### src/rtl/iir_out_pkg.sv
// Shared defaults and fixed-point constants for the IIR output buffer.
package iir_out_pkg;

  localparam int unsigned W_DEF     = 14;
  localparam int unsigned OW_DEF    = 11;
  localparam int unsigned DEPTH_DEF = 8;

  // Headroom bits so a gain of up to 2^3 never wraps before rounding.
  localparam int unsigned GUARD = 3;

  // Half an output LSB, added before truncation to round to nearest.
  function automatic int rnd_const(input int w, input int ow);
    return 1 << (w - ow - 1);
  endfunction

  // Largest representable output sample.
  function automatic int sat_max(input int ow);
    return (1 << ow) - 1;
  endfunction

  // Smallest representable output sample.
  function automatic int sat_min(input int ow);
    return -(1 << ow);
  endfunction

  localparam int RND_DEF     = rnd_const(int'(W_DEF), int'(OW_DEF));
  localparam int SAT_MAX_DEF = sat_max(int'(OW_DEF));
  localparam int SAT_MIN_DEF = sat_min(int'(OW_DEF));

endpackage

### src/rtl/iir_out_buf_fifo.sv
// Synchronous first-in first-out buffer with drop-on-full and no write-to-read bypass.
module sync_fifo #(
  parameter int unsigned WIDTH = 12,
  parameter int unsigned DEPTH = 8
) (
  input  logic                       clk,
  input  logic                       reset,
  input  logic                       wr_en,
  input  logic [WIDTH-1:0]           wr_data,
  output logic                       wr_drop_c,
  output logic [WIDTH-1:0]           rd_data,
  output logic                       rd_valid,
  input  logic                       rd_ready,
  output logic [$clog2(DEPTH):0]     level
);

  localparam int unsigned AW = $clog2(DEPTH);
  localparam int unsigned LW = AW + 1;

  logic [WIDTH-1:0] mem_q [DEPTH];
  logic [AW-1:0]    wr_ptr_q, wr_ptr_d;
  logic [AW-1:0]    rd_ptr_q, rd_ptr_d;
  logic [LW-1:0]    count_q, count_d;
  logic             valid_q, valid_d;
  logic             full_c, rd_c, wr_c;

  // Pointer/occupancy bookkeeping; a read frees the slot a full-time write needs.
  always_comb begin
    full_c    = (count_q == LW'(DEPTH));
    rd_c      = valid_q && rd_ready;
    wr_c      = wr_en && (!full_c || rd_c);
    wr_drop_c = wr_en && full_c && !rd_c;
    wr_ptr_d  = wr_ptr_q;
    rd_ptr_d  = rd_ptr_q;
    count_d   = count_q;
    if (wr_c) wr_ptr_d = wr_ptr_q + AW'(1);
    if (rd_c) rd_ptr_d = rd_ptr_q + AW'(1);
    case ({wr_c, rd_c})
      2'b10:   count_d = count_q + LW'(1);
      2'b01:   count_d = count_q - LW'(1);
      default: count_d = count_q;
    endcase
    valid_d = (count_d != LW'(0));
  end

  // Control state registers.
  always_ff @(posedge clk or posedge reset) begin
    if (reset) begin
      wr_ptr_q <= '0;
      rd_ptr_q <= '0;
      count_q  <= '0;
      valid_q  <= 1'b0;
    end else begin
      wr_ptr_q <= wr_ptr_d;
      rd_ptr_q <= rd_ptr_d;
      count_q  <= count_d;
      valid_q  <= valid_d;
    end
  end

  // Storage array; contents are deliberately left unreset.
  always_ff @(posedge clk) begin
    if (wr_c) mem_q[wr_ptr_q] <= wr_data;
  end

  assign rd_data  = mem_q[rd_ptr_q];
  assign rd_valid = valid_q;
  assign level    = count_q;

endmodule

### src/rtl/iir_out_buf.sv
// IIR output stage: optional decimation, gain, round, saturate, then buffer.
module iir_out_buf
  import iir_out_pkg::*;
#(
  parameter int unsigned W     = W_DEF,
  parameter int unsigned OW    = OW_DEF,
  parameter int unsigned DEPTH = DEPTH_DEF
) (
  input  logic                   clk,
  input  logic                   reset,
  input  logic [W:0]             y_in,
  input  logic                   in_en,
  input  logic                   dec_en,
  input  logic                   phase_sel,
  input  logic [1:0]             shift,
  input  logic                   clr_ovf,
  output logic [OW:0]            m_data,
  output logic                   m_valid,
  input  logic                   m_ready,
  output logic [$clog2(DEPTH):0] level,
  output logic                   ovf,
  output logic [7:0]             sat_cnt
);

  localparam int unsigned XW = W + 1 + GUARD;
  localparam int unsigned DW = OW + 1;
  localparam int unsigned SH = W - OW;

  localparam logic signed [XW-1:0] RND    = XW'(rnd_const(int'(W), int'(OW)));
  localparam logic signed [XW-1:0] SAT_HI = XW'(sat_max(int'(OW)));
  localparam logic signed [XW-1:0] SAT_LO = XW'(sat_min(int'(OW)));

  logic                 phase_q, phase_d;
  logic                 accept_c;
  logic signed [XW-1:0] s1_q, s1_d;
  logic                 s1_vld_q, s1_vld_d;
  logic signed [XW-1:0] r_c;
  logic [DW-1:0]        s2_data_q, s2_data_d;
  logic                 s2_sat_q, s2_sat_d;
  logic                 s2_vld_q, s2_vld_d;
  logic                 ovf_q, ovf_d;
  logic [7:0]           sat_cnt_q, sat_cnt_d;
  logic                 fifo_drop_c;

  // Stage 1: phase tracking, decimation gate, gain and rounding offset.
  always_comb begin
    phase_d  = phase_q ^ in_en;
    accept_c = in_en && (!dec_en || (phase_q == phase_sel));
    s1_vld_d = accept_c;
    s1_d     = s1_q;
    if (accept_c) s1_d = ($signed({{GUARD{y_in[W]}}, y_in}) <<< shift) + RND;
  end

  // Stage 2: drop the fraction and clamp into the output range.
  always_comb begin
    r_c       = s1_q >>> SH;
    s2_vld_d  = s1_vld_q;
    s2_data_d = s2_data_q;
    s2_sat_d  = s2_sat_q;
    if (s1_vld_q) begin
      if (r_c > SAT_HI) begin
        s2_data_d = SAT_HI[DW-1:0];
        s2_sat_d  = 1'b1;
      end else if (r_c < SAT_LO) begin
        s2_data_d = SAT_LO[DW-1:0];
        s2_sat_d  = 1'b1;
      end else begin
        s2_data_d = r_c[DW-1:0];
        s2_sat_d  = 1'b0;
      end
    end
  end

  // Sticky status; a set/increment in the same cycle as a clear takes priority.
  always_comb begin
    ovf_d     = ovf_q;
    sat_cnt_d = sat_cnt_q;
    if (clr_ovf) begin
      ovf_d     = 1'b0;
      sat_cnt_d = 8'd0;
    end
    if (fifo_drop_c) ovf_d = 1'b1;
    if (s2_vld_q && s2_sat_q) begin
      if (clr_ovf)                sat_cnt_d = 8'd1;
      else if (sat_cnt_q != 8'hFF) sat_cnt_d = sat_cnt_q + 8'd1;
    end
  end

  // Pipeline and status registers.
  always_ff @(posedge clk or posedge reset) begin
    if (reset) begin
      phase_q   <= 1'b0;
      s1_q      <= '0;
      s1_vld_q  <= 1'b0;
      s2_data_q <= '0;
      s2_sat_q  <= 1'b0;
      s2_vld_q  <= 1'b0;
      ovf_q     <= 1'b0;
      sat_cnt_q <= 8'd0;
    end else begin
      phase_q   <= phase_d;
      s1_q      <= s1_d;
      s1_vld_q  <= s1_vld_d;
      s2_data_q <= s2_data_d;
      s2_sat_q  <= s2_sat_d;
      s2_vld_q  <= s2_vld_d;
      ovf_q     <= ovf_d;
      sat_cnt_q <= sat_cnt_d;
    end
  end

  sync_fifo #(
    .WIDTH (DW),
    .DEPTH (DEPTH)
  ) u_fifo (
    .clk       (clk),
    .reset     (reset),
    .wr_en     (s2_vld_q),
    .wr_data   (s2_data_q),
    .wr_drop_c (fifo_drop_c),
    .rd_data   (m_data),
    .rd_valid  (m_valid),
    .rd_ready  (m_ready),
    .level     (level)
  );

  assign ovf     = ovf_q;
  assign sat_cnt = sat_cnt_q;

endmodule

### config.mk
export PLATFORM = sky130hd
export DESIGN_NAME = iir_out_buf
export DESIGN_NICKNAME = d
export VERILOG_FILES = /design/src/rtl/iir_out_pkg.sv /design/src/rtl/iir_out_buf_fifo.sv /design/src/rtl/iir_out_buf.sv
export SDC_FILE = /design/constraint.sdc
export NUM_CORES = 1
export LEC_CHECK = 0
export CAP_MARGIN = 20
export CELL_PAD_IN_SITES_DETAIL_PLACEMENT = 0
export CELL_PAD_IN_SITES_GLOBAL_PLACEMENT = 2
export CORE_ASPECT_RATIO = 1.2
export CORE_MARGIN = 2
export CORE_UTILIZATION = 42
export DETAILED_ROUTE_END_ITERATION = 10
export PLACE_DENSITY = 0.77
export SLEW_MARGIN = 20
export SYNTH_ARGS = -nofsm -noshare
export SYNTH_HDL_FRONTEND = slang
export SYNTH_SLANG_ARGS = --single-unit
### constraint.sdc
create_clock -name clk -period 2.85 [get_ports clk]
set_clock_uncertainty 0.15 [all_clocks]
set_input_delay 0.57 -clock clk [delete_from_list [all_inputs] [get_ports clk]]
set_output_delay 0.57 -clock clk [all_outputs]
set_load 0.05 [all_outputs]
==> impl_summary.txt <==
----------------------------------------------------
[Synthesis]
  Most common cell in the netlist ... sky130_fd_sc_hd__edfxtp_1
  Net count after synthesis ... between 400 and 500
  Async S/R FF share, synth ... 34.7%
  Yosys warning count ... 0
  Post-synth design cell area ... 0.00663 mm^2
  Area fraction of the dominant cell type after synthesis ... 43.5%
  Largest area contributor in the synthesized netlist ... sky130_fd_sc_hd__edfxtp_1
  Number of register bits inferred by synthesis ... roughly 150
  Mean instance size in the synthesized netlist ... 14.6 um^2
  Library cells used by synthesis ... 51
  Gate Count Post-Synth ... between 400 and 500
  Top post-synthesis cells by area ... sky130_fd_sc_hd__edfxtp_1 43%, sky130_fd_sc_hd__dfrtp_1 19%, sky130_fd_sc_hd__mux4_2 12%
  Most frequent cells after synthesis ... 96 x sky130_fd_sc_hd__edfxtp_1, 51 x sky130_fd_sc_hd__dfrtp_1, 40 x sky130_fd_sc_hd__nand2_1
  Part of the Yosys area used for sequential elements ... 62.7%
  Number of enable flip-flop cells after synthesis ... 96
  Leading register cell type out of synthesis ... sky130_fd_sc_hd__edfxtp_1

[Finish]
  Layout cell share with drive strength beyond 1 ... 25.6%
  Post-route core utilization ... 52.0%
  Footprint of the multi-input gates ... 0.00229 mm^2
  Filler Cells Inserted ... 1410
  Number of diodes added for antenna fixing ... 0
  Final instance count without filler cells ... 754
  Final net count ... 562
  Register area ... 0.00416 mm^2
  P&R area growth vs syn ... 21.7%

[Clock network]
  Buffer levels on the longest clock path ... 2
  Worst-skew pair later-pin latency ... ~400 ps
  CTS Buf Count ... 17
  Clock Root Buffer ... sky130_fd_sc_hd__clkbuf_16
  Max H-tree Level ... 4
  Clock slew at reported path FFs ... 60 ps
  Sink Count ... 147
  TritonCTS clock tree ... done

[Hold path]
  Worst min-delay path category ... flip-flop to flip-flop
  Min-Delay Endpoint ... s1_q[3]
  Origin of the worst min-delay path ... s1_q[3]
  Worst hold path cell count ... 2

[Placed design]
  Detailed placer's ending HPWL ... 8680 um
  Routability congestion estimate from global placement ... 0.806
  Number of cells after detailed placement ... 721
  Number of buffer cells added on primary ports ... 49

[Setup path]
  Startpoint of the lowest-slack register-to-register path ... u_fifo.level[1]
  Number of cells on the worst reg-to-reg path ... 5
  Required time at the worst-slack endpoint ... about 2100 ps
  Capturing element type of the critical path ... primary output
  Setup slack on the worst flop-to-flop path ... 670 ps
  Crit Reg-Reg Endpoint ... u_fifo.rd_valid
  Kind of start point of the critical path ... flip-flop
  Arr. time, crit path ... 2030 ps
  Crit Path Max Fanout ... 11
  Worst Path Class, Setup ... flip-flop to primary output

[STA]
  Worst slew margin relative to its limit ... 49.6%
  Fmax achieved ... ~360 MHz
  Worst Max-Slew Pin Slew ... ~750 ps
  Hold Fails Final Rpt ... 0
  Final setup violating endpoints ... 0
  Final critical delay including setup and external delays ... 2750 ps
  Final period util ... between 90% and 100%
  Final Max Tran Viols ... 0
  Final total negative setup slack ... 0 ps
  RSZ-0062 raised after global routing ... false

[Power and ir drop]
  Combinational power share ... 34.4%
  Part of the total power dissipated in sequential elements ... 41.0%
  Proportion of total power due to net switching ... approximately 36%
  Lkg Pwr ... 2.97 nW
  Total power per unit cell area ... 1020 mW/mm^2
  Maximum vdd ir drop ... 0.448 mV
  Net load switching power ... just under 3 mW
  P_int ... 5.29 mW
  Total power of the final layout ... ~8 mW
  Power share of the clock group ... 24.6%

[Global route]
  Number of antenna violations at the first check in global routing ... 0
  M2 GR Usage ... roughly 30%
  Routing usage on met1 ... 18.5%
  Met3 GRT Util ... 3.30%
  Overall global routing resource usage ... 16.0%
  Global route hottest layer ... met2
  Via count of the first global-routing pass ... 4097
  Final global-route overflow total ... 0
  First-pass GRT wire length ... about 21000 um
  Largest net degree at the start of global routing ... 29

[Floorplanning]
  Die height ... around 140 um
  Area of the die ... 0.0168 mm^2
  Die extent in x ... ~120 um
  Std-Cell Rows ... 50
  Initial core utilization ... 42.7%
  Total I/O pin count ... 50
  Core outline area ... roughly 0.016 mm^2

[Routing]
  Via count ... 3864
  Total Routed Length ... 12400 um
  Iteration-0 DRC count of the detailed router ... about 240
  Number of remaining DRC errors ... 0
  Post-detailed-route wirelength per cell ... 16.5 um
  Router iterations before antenna repair ... 4
  Vias per cell ... approximately 5
  Count of antenna-violating nets left after detailed routing ... 0

[Outcome]
  Outcome ... complete, no violations

[Job]
  Maxcap violations ... 0

----------------------------------------------------
[kinds of logic after synthesis]
| group | share of synthesized area (%) |
|---|---|
| AO/OA/AOI/OAI | 5.72 |
| XOR/XNOR | 2.64 |
| adder cells (fa/ha/maj) | 0.944 |
| buffers and inverters | 2.81 |
| flip-flops | 62.7 |
| multiplexers | 16.4 |
| AND/OR/NAND/NOR | 8.78 |
[area by class of cell]
class / count / share of cell area [%]
flip-flops and latches: 147 / 51.6
inverters: 18 / 0.837
clock inverters: 15 / 1.50
clock buffers: 17 / 5.27
repair buffers: 82 / 9.24
multi-input cells: 267 / 28.4
well taps: 208 / 3.22
[stage by stage]
step / cell area [um^2] / setup slack, ps / hold WS, ps
global route: 8070 / 32.1 / 355
detailed placement: 7510 / -86.7 / 318
floorplan: 6640 / 167 / 288
CTS: 8060 / 32.4 / 335
global placement: 7510 / -48.3 / 319
finish: 8070 / 103 / 334
[per-layer routing]
layer / routed length, um / share of wire (%) / up-vias
met1: 5130 / 41 / 1916
li1: - / - / 1886
met3: 285 / 2.3 / 9
met4: 133 / 1.1 / 0
met2: 6860 / 55 / 53
met5: 0 / 0 / -
[cells in the final DEF (no fill, tap or decap), types with 9 or more instances in the layout]
cell                              synthesis  final
sky130_fd_sc_hd__buf_4                    2     42
sky130_fd_sc_hd__clkbuf_16                0     17
sky130_fd_sc_hd__clkdlybuf4s50_1          0     37
sky130_fd_sc_hd__dfrtp_1                 51     50
sky130_fd_sc_hd__edfxtp_1                96     96
sky130_fd_sc_hd__inv_1                   18     17
sky130_fd_sc_hd__mux2_2                  17     17
sky130_fd_sc_hd__mux4_2                  35     35
sky130_fd_sc_hd__nand2_1                 40     40
sky130_fd_sc_hd__nand3_1                  9      9
sky130_fd_sc_hd__nor2_1                  34     34
sky130_fd_sc_hd__nor3_1                   9      9
sky130_fd_sc_hd__o21ai_0                  9      9
sky130_fd_sc_hd__o21ai_1                  9      9
sky130_fd_sc_hd__o22ai_1                 11     11
sky130_fd_sc_hd__xnor2_1                 12     12
[how the worst max path moves through the flow]
stage / startpoint / depth (start not counted) / end / slack, ps
finish: u_fifo.rd_ptr_q[0] / 4 / m_data[11] / 100
global route: u_fifo.rd_ptr_q[0] / 4 / m_data[11] / 30
CTS: u_fifo.rd_ptr_q[0] / 4 / m_data[11] / 30
detailed placement: shift[1] / 7 / s1_q[15] / -90
global placement: shift[1] / 8 / s1_q[15] / -50
floorplan: u_fifo.level[1] / 4 / u_fifo.mem_q[2][0] / 170
[power groups by stage]
stage | combinational (mW) | clock (mW) | sequential [mW]
6_report | 2.83 | 2.02 | 3.38
5_1_grt | 3.06 | 2.15 | 3.47
4_1_cts | 2.87 | 2.06 | 3.39
3_5_place_dp | 2.86 | 0 | 3.43
3_3_place_gp | 2.84 | 0 | 3.39
2_1_floorplan | 1.96 | 0 | 3.42
[worst max-delay path, stage by stage, from the launching register on]
cell and delay, ps:
sky130_fd_sc_hd__dfrtp_2 420, sky130_fd_sc_hd__buf_12 170, sky130_fd_sc_hd__mux4_2 520, sky130_fd_sc_hd__mux2_2 300
sky130_fd_sc_hd__buf_4 200
[sequential cells by signal, indices dropped and copies added, names as in the netlist]
register         count
u_fifo.level         4
s1_vld_q             1
u_fifo.mem_q        96
u_fifo.rd_valid      1
s2_sat_q             1
ovf                  1
s2_vld_q             1
s2_data_q           12
u_fifo.rd_ptr_q      3
s1_q                15
u_fifo.wr_ptr_q      3
phase_q              1
sat_cnt              8
[timing repair]
action | 4_1_cts | 5_1_grt
hold buffers | 0 | 0
setup endpoints to repair | 6 | 1
gates resized for setup | 1 | 0
setup buffers | 0 | 1
Power figures use the tool's default switching activity.
